===== config.mk =====
export PLATFORM = sky130hd
export DESIGN_NAME = exec_ctrl
export DESIGN_NICKNAME = d
export VERILOG_FILES = /design/src/rtl/exec_ctrl.sv
export SDC_FILE = /design/constraint.sdc
export NUM_CORES = 1
export LEC_CHECK = 0
export CORE_ASPECT_RATIO = 1.4
export CORE_MARGIN = 10
export CORE_UTILIZATION = 55
export CTS_BUF_LIST = sky130_fd_sc_hd__clkbuf_4
export DETAILED_ROUTE_END_ITERATION = 10
export PLACE_DENSITY = 0.81
export SKIP_CTS_REPAIR_TIMING = 1
export SLEW_MARGIN = 10
export SYNTH_ARGS = -nofsm -noshare
export SYNTH_HDL_FRONTEND = slang
export SYNTH_SLANG_ARGS = --single-unit

===== constraint.sdc =====
create_clock -name clk -period 2.5 [get_ports clk]
set_input_delay 0.5 -clock clk [delete_from_list [all_inputs] [get_ports clk]]
set_output_delay 0.5 -clock clk [all_outputs]
set_load 0.01 [all_outputs]

===== src/rtl/exec_ctrl.sv =====
// Run/halt/step/breakpoint execution controller for a debug core.
// Buttons are synchronized and debounced; the FSM state decodes directly to stall.
module exec_ctrl #(
  parameter int unsigned DEBOUNCE_CYCLES = 20'd1_000_000
) (
  input  logic        clk,
  input  logic        rst,
  input  logic        btn_run,
  input  logic        btn_step,
  input  logic        bp_en,
  input  logic        bp_load,
  input  logic [31:0] bp_addr_in,
  input  logic [31:0] pc,
  input  logic        cnt_clr,
  output logic        stall,
  output logic [1:0]  state,
  output logic        bp_hit,
  output logic [31:0] cycle_count
);

  localparam int unsigned CW = (DEBOUNCE_CYCLES > 1) ? $clog2(DEBOUNCE_CYCLES) : 1;
  localparam logic [CW-1:0] CNT_LAST = CW'(DEBOUNCE_CYCLES - 1);

  typedef enum logic [1:0] {
    HALT  = 2'b00,
    RUN   = 2'b01,
    STEP  = 2'b10,
    BREAK = 2'b11
  } state_t;

  state_t state_q, state_d;

  // Index 0 = run button, index 1 = step button.
  logic [1:0]         btn;
  logic [1:0]         sync1, sync2, deb, deb_d, press;
  logic [1:0][CW-1:0] cnt;
  logic               run_p, step_p;

  logic [31:0] bp_reg, pc_prev;
  logic        bp_match;

  assign btn = {btn_step, btn_run};

  always_ff @(posedge clk or negedge rst) begin
    if (!rst) begin
      sync1 <= '0;
      sync2 <= '0;
      deb   <= '0;
      deb_d <= '0;
      cnt   <= '0;
    end else begin
      sync1 <= btn;
      sync2 <= sync1;
      deb_d <= deb;
      for (int unsigned i = 0; i < 2; i++) begin
        if (sync2[i] != deb[i]) begin
          if (cnt[i] == CNT_LAST) begin
            deb[i] <= sync2[i];
            cnt[i] <= '0;
          end else begin
            cnt[i] <= cnt[i] + CW'(1);
          end
        end else begin
          cnt[i] <= '0;
        end
      end
    end
  end

  assign press  = deb & ~deb_d;
  assign run_p  = press[0];
  assign step_p = press[1];

  // pc_prev suppresses a re-break when resuming while parked on the breakpoint.
  assign bp_match = bp_en && (pc == bp_reg) && (pc != pc_prev);

  always_comb begin
    state_d = state_q;
    unique case (state_q)
      HALT, BREAK: begin
        if (run_p)       state_d = RUN;
        else if (step_p) state_d = STEP;
      end
      RUN: begin
        if (run_p)         state_d = HALT;
        else if (bp_match) state_d = BREAK;
      end
      STEP:    state_d = HALT;
      default: state_d = HALT;
    endcase
  end

  always_ff @(posedge clk or negedge rst) begin
    if (!rst) begin
      state_q     <= HALT;
      bp_reg      <= '0;
      pc_prev     <= '0;
      cycle_count <= '0;
    end else begin
      state_q <= state_d;
      pc_prev <= pc;
      if (bp_load) bp_reg <= bp_addr_in;
      if (cnt_clr)     cycle_count <= '0;
      else if (!stall) cycle_count <= cycle_count + 32'd1;
    end
  end

  assign state  = state_q;
  assign stall  = (state_q == HALT) || (state_q == BREAK);
  assign bp_hit = (state_q == BREAK);

endmodule


==> results of run 1 <==
[critical path, cell delays in order, from the launching register on]
cell and delay (ns):
dfrtp_2 0.43, buf_4 0.15, ha_1 0.17, clkdlybuf4s50_1 0.48
[per-stage QoR]
stage / TNS [ns] / std cells / hold slack [ns]
5_1_grt: 0 / 871 / 0.350
6_report: 0 / 871 / 0.352
2_1_floorplan: 0 / 580 / 0.204
3_5_place_dp: 0 / 835 / 0.336
4_1_cts: -0.148 / 867 / -0.110
3_3_place_gp: -0.0734 / 835 / 0.335
[final timing paths]
path                               start  cells after the start  slack, ns               to
max in group asynchronous            rst                      3       1.27   cycle_count[3]
min in group asynchronous            rst                      2       0.48       bp_reg[11]
worst max-delay path            state[1]                      3       0.25           bp_hit
worst min-delay path            sync1[1]                      0       0.35         sync2[1]
worst max register to register  state[0]                      6       0.29  cycle_count[16]
worst min register to register  sync1[1]                      0       0.35         sync2[1]
[area by class of cell]
class | count | area share (%)
multi-input combinational | 405 | 33.7
clock buffer | 17 | 1.55
sequential | 146 | 44.3
timing repair buffer | 124 | 14.7
antenna | 2 | 0.0607
inverter | 15 | 0.682
tap | 147 | 2.23
clock inverter | 15 | 2.78
[cell families after synthesis]
group           Yosys count  synth area share (%)
simple gates            214                  16.7
xor+xnor                122                  16.3
mux                      36                  6.16
buf+inv                  29                  1.70
compound gates           28                  2.29
fa+ha+maj                 5                 0.956
flops                   146                  55.8
[report_power, final]
group	internal, mW	switching, mW	total [mW]
combinational	0.249	0.198	0.446
clock	0.905	0.868	1.77
sequential	2.45	0.0639	2.52
total	3.61	1.13	4.74
[metal layers]
| metal | track usage [%] | wire length [µm] | share of wire (%) | vias up |
|---|---|---|---|---|
| met5 | 0 | 0 | 0 | - |
| met4 | 6.62 | 308 | 2.1 | 0 |
| met3 | 5.27 | 701 | 4.8 | 19 |
| met2 | 32.8 | 8080 | 55 | 111 |
| met1 | 18.6 | 5490 | 38 | 2315 |
| li1 | - | - | - | 2232 |
[layout by cell type, fill, tap and decap left out, types with 6 or more instances in the layout]
cell type / count
a21oi_1: 13
and3_1: 6
buf_4: 16
clkbuf_4: 17
clkdlybuf4s50_1: 104
dfrtp_1: 144
inv_1: 15
mux2_2: 34
nand2_1: 27
nand3_1: 27
nand4_1: 18
nor2_1: 71
nor3_1: 12
nor4_1: 13
o21ai_0: 12
or3_1: 13
xnor2_1: 62
xor2_1: 60
==> results.md, run 1 <==
- Synth top cells by count: 146 x dfrtp_1, 71 x nor2_1, 62 x xnor2_1, 60 x xor2_1, 34 x mux2_2
- Top cell type's share of synthesized area: 55.8%
- Post-DR wirelength/cell: 16.7 µm
- CP endpoint kind: output pin
- Critical Setup Path Class: flop to output pin
- Ys flop type: dfrtp_1
- Die Wd: 112 µm
- DR vias/cell: 5.37
- Tmin final: 2.25 ns
- DR pass1 iterations: 5
- DIE HEIGHT: 149 µm
- Top-count cell post-synth: dfrtp_1
- Worst-Margin Slew: 0.512 ns
- GRT Total Usage: 17.8%
- DP Worst Slack: 0.000923 ns
- Post-synth EDFFs: 0
- Ys async rst share: 100%
- Root cell of the clock tree: clkbuf_4
- Fmax: 0.445 GHz
- First-pass GRT wire length: 24300 µm
- P&R area growth vs syn: 26.1%
- Synthesized area per cell: 11.3 µm²
- Net Count, Synth: 656
- RSZ-0062 raised after global routing: false
- TritonCTS Buffers: 17
- Final #Nets: 785
- Design Power: 4.74 mW
- Remaining DRCs: 0
- Post-route cell area: 0.00825 mm²
- LEAKAGE: 3.38 nW
- Final hold viol count: 0
- Top post-synthesis cells by area: dfrtp_1 56%, xnor2_1 8.3%, xor2_1 8.0%, mux2_2 5.9%, nor2_1 4.1%
- Routed vias: 4677
- CTS tree: done
- Data required, critical path: 2.00 ns
- Register area share after synthesis: 55.8%
- Reg clk slew, reported paths: 0.14 ns
- DP Wirelength: 11000 µm
- Total wire length: 14600 µm
- Fillers: 879
- Area of the multi-input gates: 0.00278 mm²
- Largest net degree at the start of global routing: 56
- Gr ovfl total: 0
- Fin. max-slew vios: 0
- H-tree Lvls: 4
- Yosys top cell by area: dfrtp_1
- TritonCTS Sinks: 146
- Std-Cell Rows: 47
- Clock latency on the worst-skew pair: 0.53 ns
- Post-route clock skew: 0.0218 ns
- Starting Density: 55.6%
- CP startpoint kind: flop
- IO Pins: 107
- Post-synth cell types: 35
- Number of port buffers: 106
- Slew HR: 65.6%
- Max Cap Viol: 0
- Finished Core Util: 70.1%
- Yosys warning total: 0
- Worst hold path type: flop to flop
- Routability Congestion: 0.829
- PwrDens: 574 mW/mm²
- Fin crit share: 89.8%
- Vias in the first global route: 4966
- Maximum vdd ir drop: 0.513 mV
- Slack of the critical path: 0.255 ns
- Register bit total from synthesis: 146
- DRT iter0 DRCs: 236
- Die ar.: 0.0167 mm²
- Biggest register: cnt
- Mapped Cells: 580
- Max FFs per register: 40
- Share of post-route cells with drive strength above 1: 12.7%
- Antenna Nets Post-Route: 0
- Placed inst area: 0.00787 mm²
- Status: completed
- Final Setup Violations: 0
- CP arrival: 1.75 ns
- Core Box Area: 0.0118 mm²
- Initial antenna violation count: 2
- Register area: 0.00366 mm²
- Post-synthesis cell area: 0.00654 mm²
- Max Fanout on Critical Path: 3
- Bufs on Longest Clock Path: 2
Note: power is estimated with default switching activity, not from simulation.
==> run 2, diff against run 1 <==
ABC_AREA = 1   (was default)
CORE_UTILIZATION = 57   (was 55)
PLACE_DENSITY = 0.82   (was 0.81)
==> run 2 against run 1 <==
  * Critical path depth shrank 1
  * Setup slack better by 0.066 ns
  * Sequential cell count stayed put
  * Sequential power barely moved
  * Largest power group unchanged
  * Largest cell class unchanged
==> results.md, run 2 <==
- CP startpoint kind: flop (unchanged)
- Synthesized area per cell: 8.09 µm² (was 11.3 µm²)
- Hold depth: 3 (was 0)
- Remaining DRCs: 0 (unchanged)
- Die Wd: 116 µm (was 112 µm)
- Initial antenna violation count: 1 (was 2)
- DR vias/cell: 5.16 (was 5.37)
- NetSw: 1.15 mW (was 1.13 mW)
- CTS tree: done (unchanged)
- GRT Total Usage: 20.3% (was 17.8%)
- Fin. max-slew vios: 0 (unchanged)
- Final Setup Violations: 0 (unchanged)
- Top-count cell post-synth: nand2_1 (was dfrtp_1)
- DRT iter0 DRCs: 344 (was 236)
- RSZ-0062 raised after global routing: false (unchanged)
- Fin crit share: 87.2% (was 89.8%)
- CP endpoint kind: output pin (unchanged)
- DP Wirelength: 13200 µm (was 11000 µm)
- Max Fanout on Critical Path: 4 (was 3)
- Post-route cell area: 0.00897 mm² (was 0.00825 mm²)
- Number of port buffers: 106 (unchanged)
- Mapped Cells: 913 (was 580)
- Core Box Area: 0.0128 mm² (was 0.0118 mm²)
- Commonest non-fill, non-tap cells in the layout: 230 x nand2_1, 146 x dfrtp_1, 131 x inv_1, 110 x nor2_1, 103 x clkdlybuf4s50_1 (was 144 x dfrtp_1, 104 x clkdlybuf4s50_1, 71 x nor2_1, 62 x xnor2_1, 60 x xor2_1)
- Maximum vdd ir drop: 0.304 mV (was 0.513 mV)
- Hold Startpoint: bp_load (was sync1[1])
- Post-synthesis cell area: 0.00738 mm² (was 0.00654 mm²)
- Ys flop type: dfrtp_1 (unchanged)
- Fillers: 1009 (was 879)
- Clock share of power: 33.0% (was 37.4%)
- Setup slack, reg-to-reg: 0.43 ns (was 0.29 ns)
- Worst hold path type: input port to flop (was flop to flop)
- Comb power frac: 10.7% (was 9.4%)
- Max FFs per register: 40 (unchanged)
- Ys async rst share: 100% (unchanged)
- H-tree Lvls: 4 (unchanged)
- Final #Nets: 1113 (was 785)
- Register area share after synthesis: 49.5% (was 55.8%)
- Routed vias: 6218 (was 4677)
- Hold slack final: 0.333 ns (was 0.352 ns)
- TritonCTS Buffers: 17 (unchanged)
- Post-synth cell types: 38 (was 35)
- Post-route clock skew: 0.0233 ns (was 0.0218 ns)
- Antenna Nets Post-Route: 0 (unchanged)
- Worst Setup SP: state[0] (was state[1])
- Data required, critical path: 2.00 ns (about the same)
- Gr ovfl total: 0 (unchanged)
- Total wire length: 17200 µm (was 14600 µm)
- Sequential share of power: 56.4% (was 53.2%)
- DR top layer: met4 (unchanged)
- Yosys warning total: 0 (unchanged)
- Area of the multi-input gates: 0.00318 mm² (was 0.00278 mm²)
- Max Cap Viol: 0 (unchanged)
- Fmax: 0.459 GHz (was 0.445 GHz)
- Post-DR wirelength/cell: 14.3 µm (was 16.7 µm)
- Share of post-route cells with drive strength above 1: 7.24% (was 12.7%)
- Yosys top cell by area: dfrtp_1 (unchanged)
- IO Pins: 107 (unchanged)
- Top post-synthesis cells by area: dfrtp_1 49%, nand2_1 12%, inv_1 6.7%, nor2_1 5.6%, xnor2_1 4.2% (was dfrtp_1 56%, xnor2_1 8.3%, xor2_1 8.0%, mux2_2 5.9%, nor2_1 4.1%)
- Placed inst area: 0.00868 mm² (was 0.00787 mm²)
- Commonest non-fill, non-tap cell in the layout: nand2_1 (was dfrtp_1)
- Largest net degree at the start of global routing: 54 (was 56)
- Routability Congestion: 0.895 (was 0.829)
- R2R depth: 10 (was 6)
- Std-Cell Rows: 49 (was 47)
- Register area: 0.00365 mm² (was 0.00366 mm²)
- Critical Setup Path Class: flop to output pin (unchanged)
- Die ar.: 0.0180 mm² (was 0.0167 mm²)
- Starting Density: 57.9% (was 55.6%)
- Synth top cells by count: 230 x nand2_1, 146 x dfrtp_1, 131 x inv_1, 110 x nor2_1, 45 x o21ai_0 (was 146 x dfrtp_1, 71 x nor2_1, 62 x xnor2_1, 60 x xor2_1, 34 x mux2_2)
- RR Startpoint: state[1] (was state[0])
- Post-synth EDFFs: 0 (unchanged)
- Tmin final: 2.18 ns (was 2.25 ns)
- Vias in the first global route: 6369 (was 4966)
- DIE HEIGHT: 155 µm (was 149 µm)
- Top cell type's share of synthesized area: 49.5% (was 55.8%)
- Met1 WL: 7490 µm (was 5490 µm)
- Net Count, Synth: 989 (was 656)
- Net Sw Frac: 26.0% (was 23.8%)
- Clock latency on the worst-skew pair: 0.53 ns (about the same)
- Finished Core Util: 70.4% (was 70.1%)
- LEAKAGE: 4.12 nW (was 3.38 nW)
- PwrDens: 492 mW/mm² (was 574 mW/mm²)
- WL met2: 8750 µm (was 8080 µm)
- Bufs on Longest Clock Path: 2 (unchanged)
- Reg clk slew, reported paths: 0.12 ns (was 0.14 ns)
- Met3 WL post-DR: 755 µm (was 701 µm)
- First-pass GRT wire length: 29700 µm (was 24300 µm)
- TritonCTS Sinks: 146 (unchanged)
- Final hold viol count: 0 (unchanged)
- DR pass1 iterations: 6 (was 5)
- Worst-Margin Slew: 0.513 ns (was 0.512 ns)
- Slew HR: 65.8% (was 65.6%)
- Register bit total from synthesis: 146 (unchanged)
- Internal: 3.27 mW (was 3.61 mW)
- P&R area growth vs syn: 21.5% (was 26.1%)
- Biggest register: cnt (unchanged)
- Status: completed (unchanged)
- Root cell of the clock tree: clkbuf_4 (unchanged)
- CP arrival: 1.68 ns (was 1.75 ns)
[run 2: cell types whose count changed after synthesis, moves of 24 or more]
cell,delta
mux2_2,-24
xor2_1,-42
nor2_1,+39
inv_1,+116
o21ai_0,+33
xnor2_1,-27
nand2_1,+203
[run 2: layer usage]
metal | GRT usage (%) | vias up
li1 | - | 3148
met1 | 24.9 | 2914
met2 | 34.9 | 135
met3 | 4.45 | 21
met4 | 5.50 | 0
met5 | 0 | -
[run 2: area by class of cell]
class	instances	area share, %
diodes	1	0.0279
clock buffers	18	1.51
clock inverters	14	1.55
inverters	133	5.56
multi-input cells	622	35.5
flip-flops and latches	146	40.7
well taps	153	2.13
repair buffers	117	13.0
[run 2: worst paths after layout]
check | endpoint
max | bp_hit
min | bp_reg[18]
max reg2reg | cycle_count[20]
min reg2reg | sync2[0]
max in group asynchronous | cycle_count[2]
min in group asynchronous | cycle_count[18]
[run 2: power by group through the flow]
stage | combinational [mW] | clock, mW | sequential [mW]
floorplan | 0.228 | 0 | 2.53
global placement | 0.463 | 0 | 2.53
detailed placement | 0.476 | 0 | 2.54
CTS | 0.479 | 1.49 | 2.49
global route | 0.539 | 1.58 | 2.50
finish | 0.472 | 1.46 | 2.49
[run 2: worst max-delay path: stages, from the launching register on]
cell and delay, ns:
dfrtp_1 0.45, ha_1 0.17, clkdlybuf4s50_1 0.53
[run 2: cell families (layout without fill, tap and decap cells)]
logic type      after synthesis  in the layout  synth area share [%]
simple gates                466            466                  28.0
flops                       146            146                  49.5
buf+inv                     145            282                  7.44
compound gates               88             88                  6.39
xor+xnor                     53             53                  6.29
mux                          10             10                  1.52
fa+ha+maj                     5              5                 0.847
other cells                   0              1                     0
[run 2: per-stage QoR]
| step | setup slack, ns | cells | TNS [ns] | power, mW |
|---|---|---|---|---|
| after floorplan | 0.564 | 913 | 0 | 2.75 |
| after global placement | 0.319 | 1170 | 0 | 2.99 |
| after detailed placement | 0.249 | 1170 | 0 | 3.01 |
| after CTS | -0.0118 | 1202 | -0.0118 | 4.46 |
| after global routing | 0.201 | 1204 | 0 | 4.62 |
| final | 0.320 | 1204 | 0 | 4.42 |
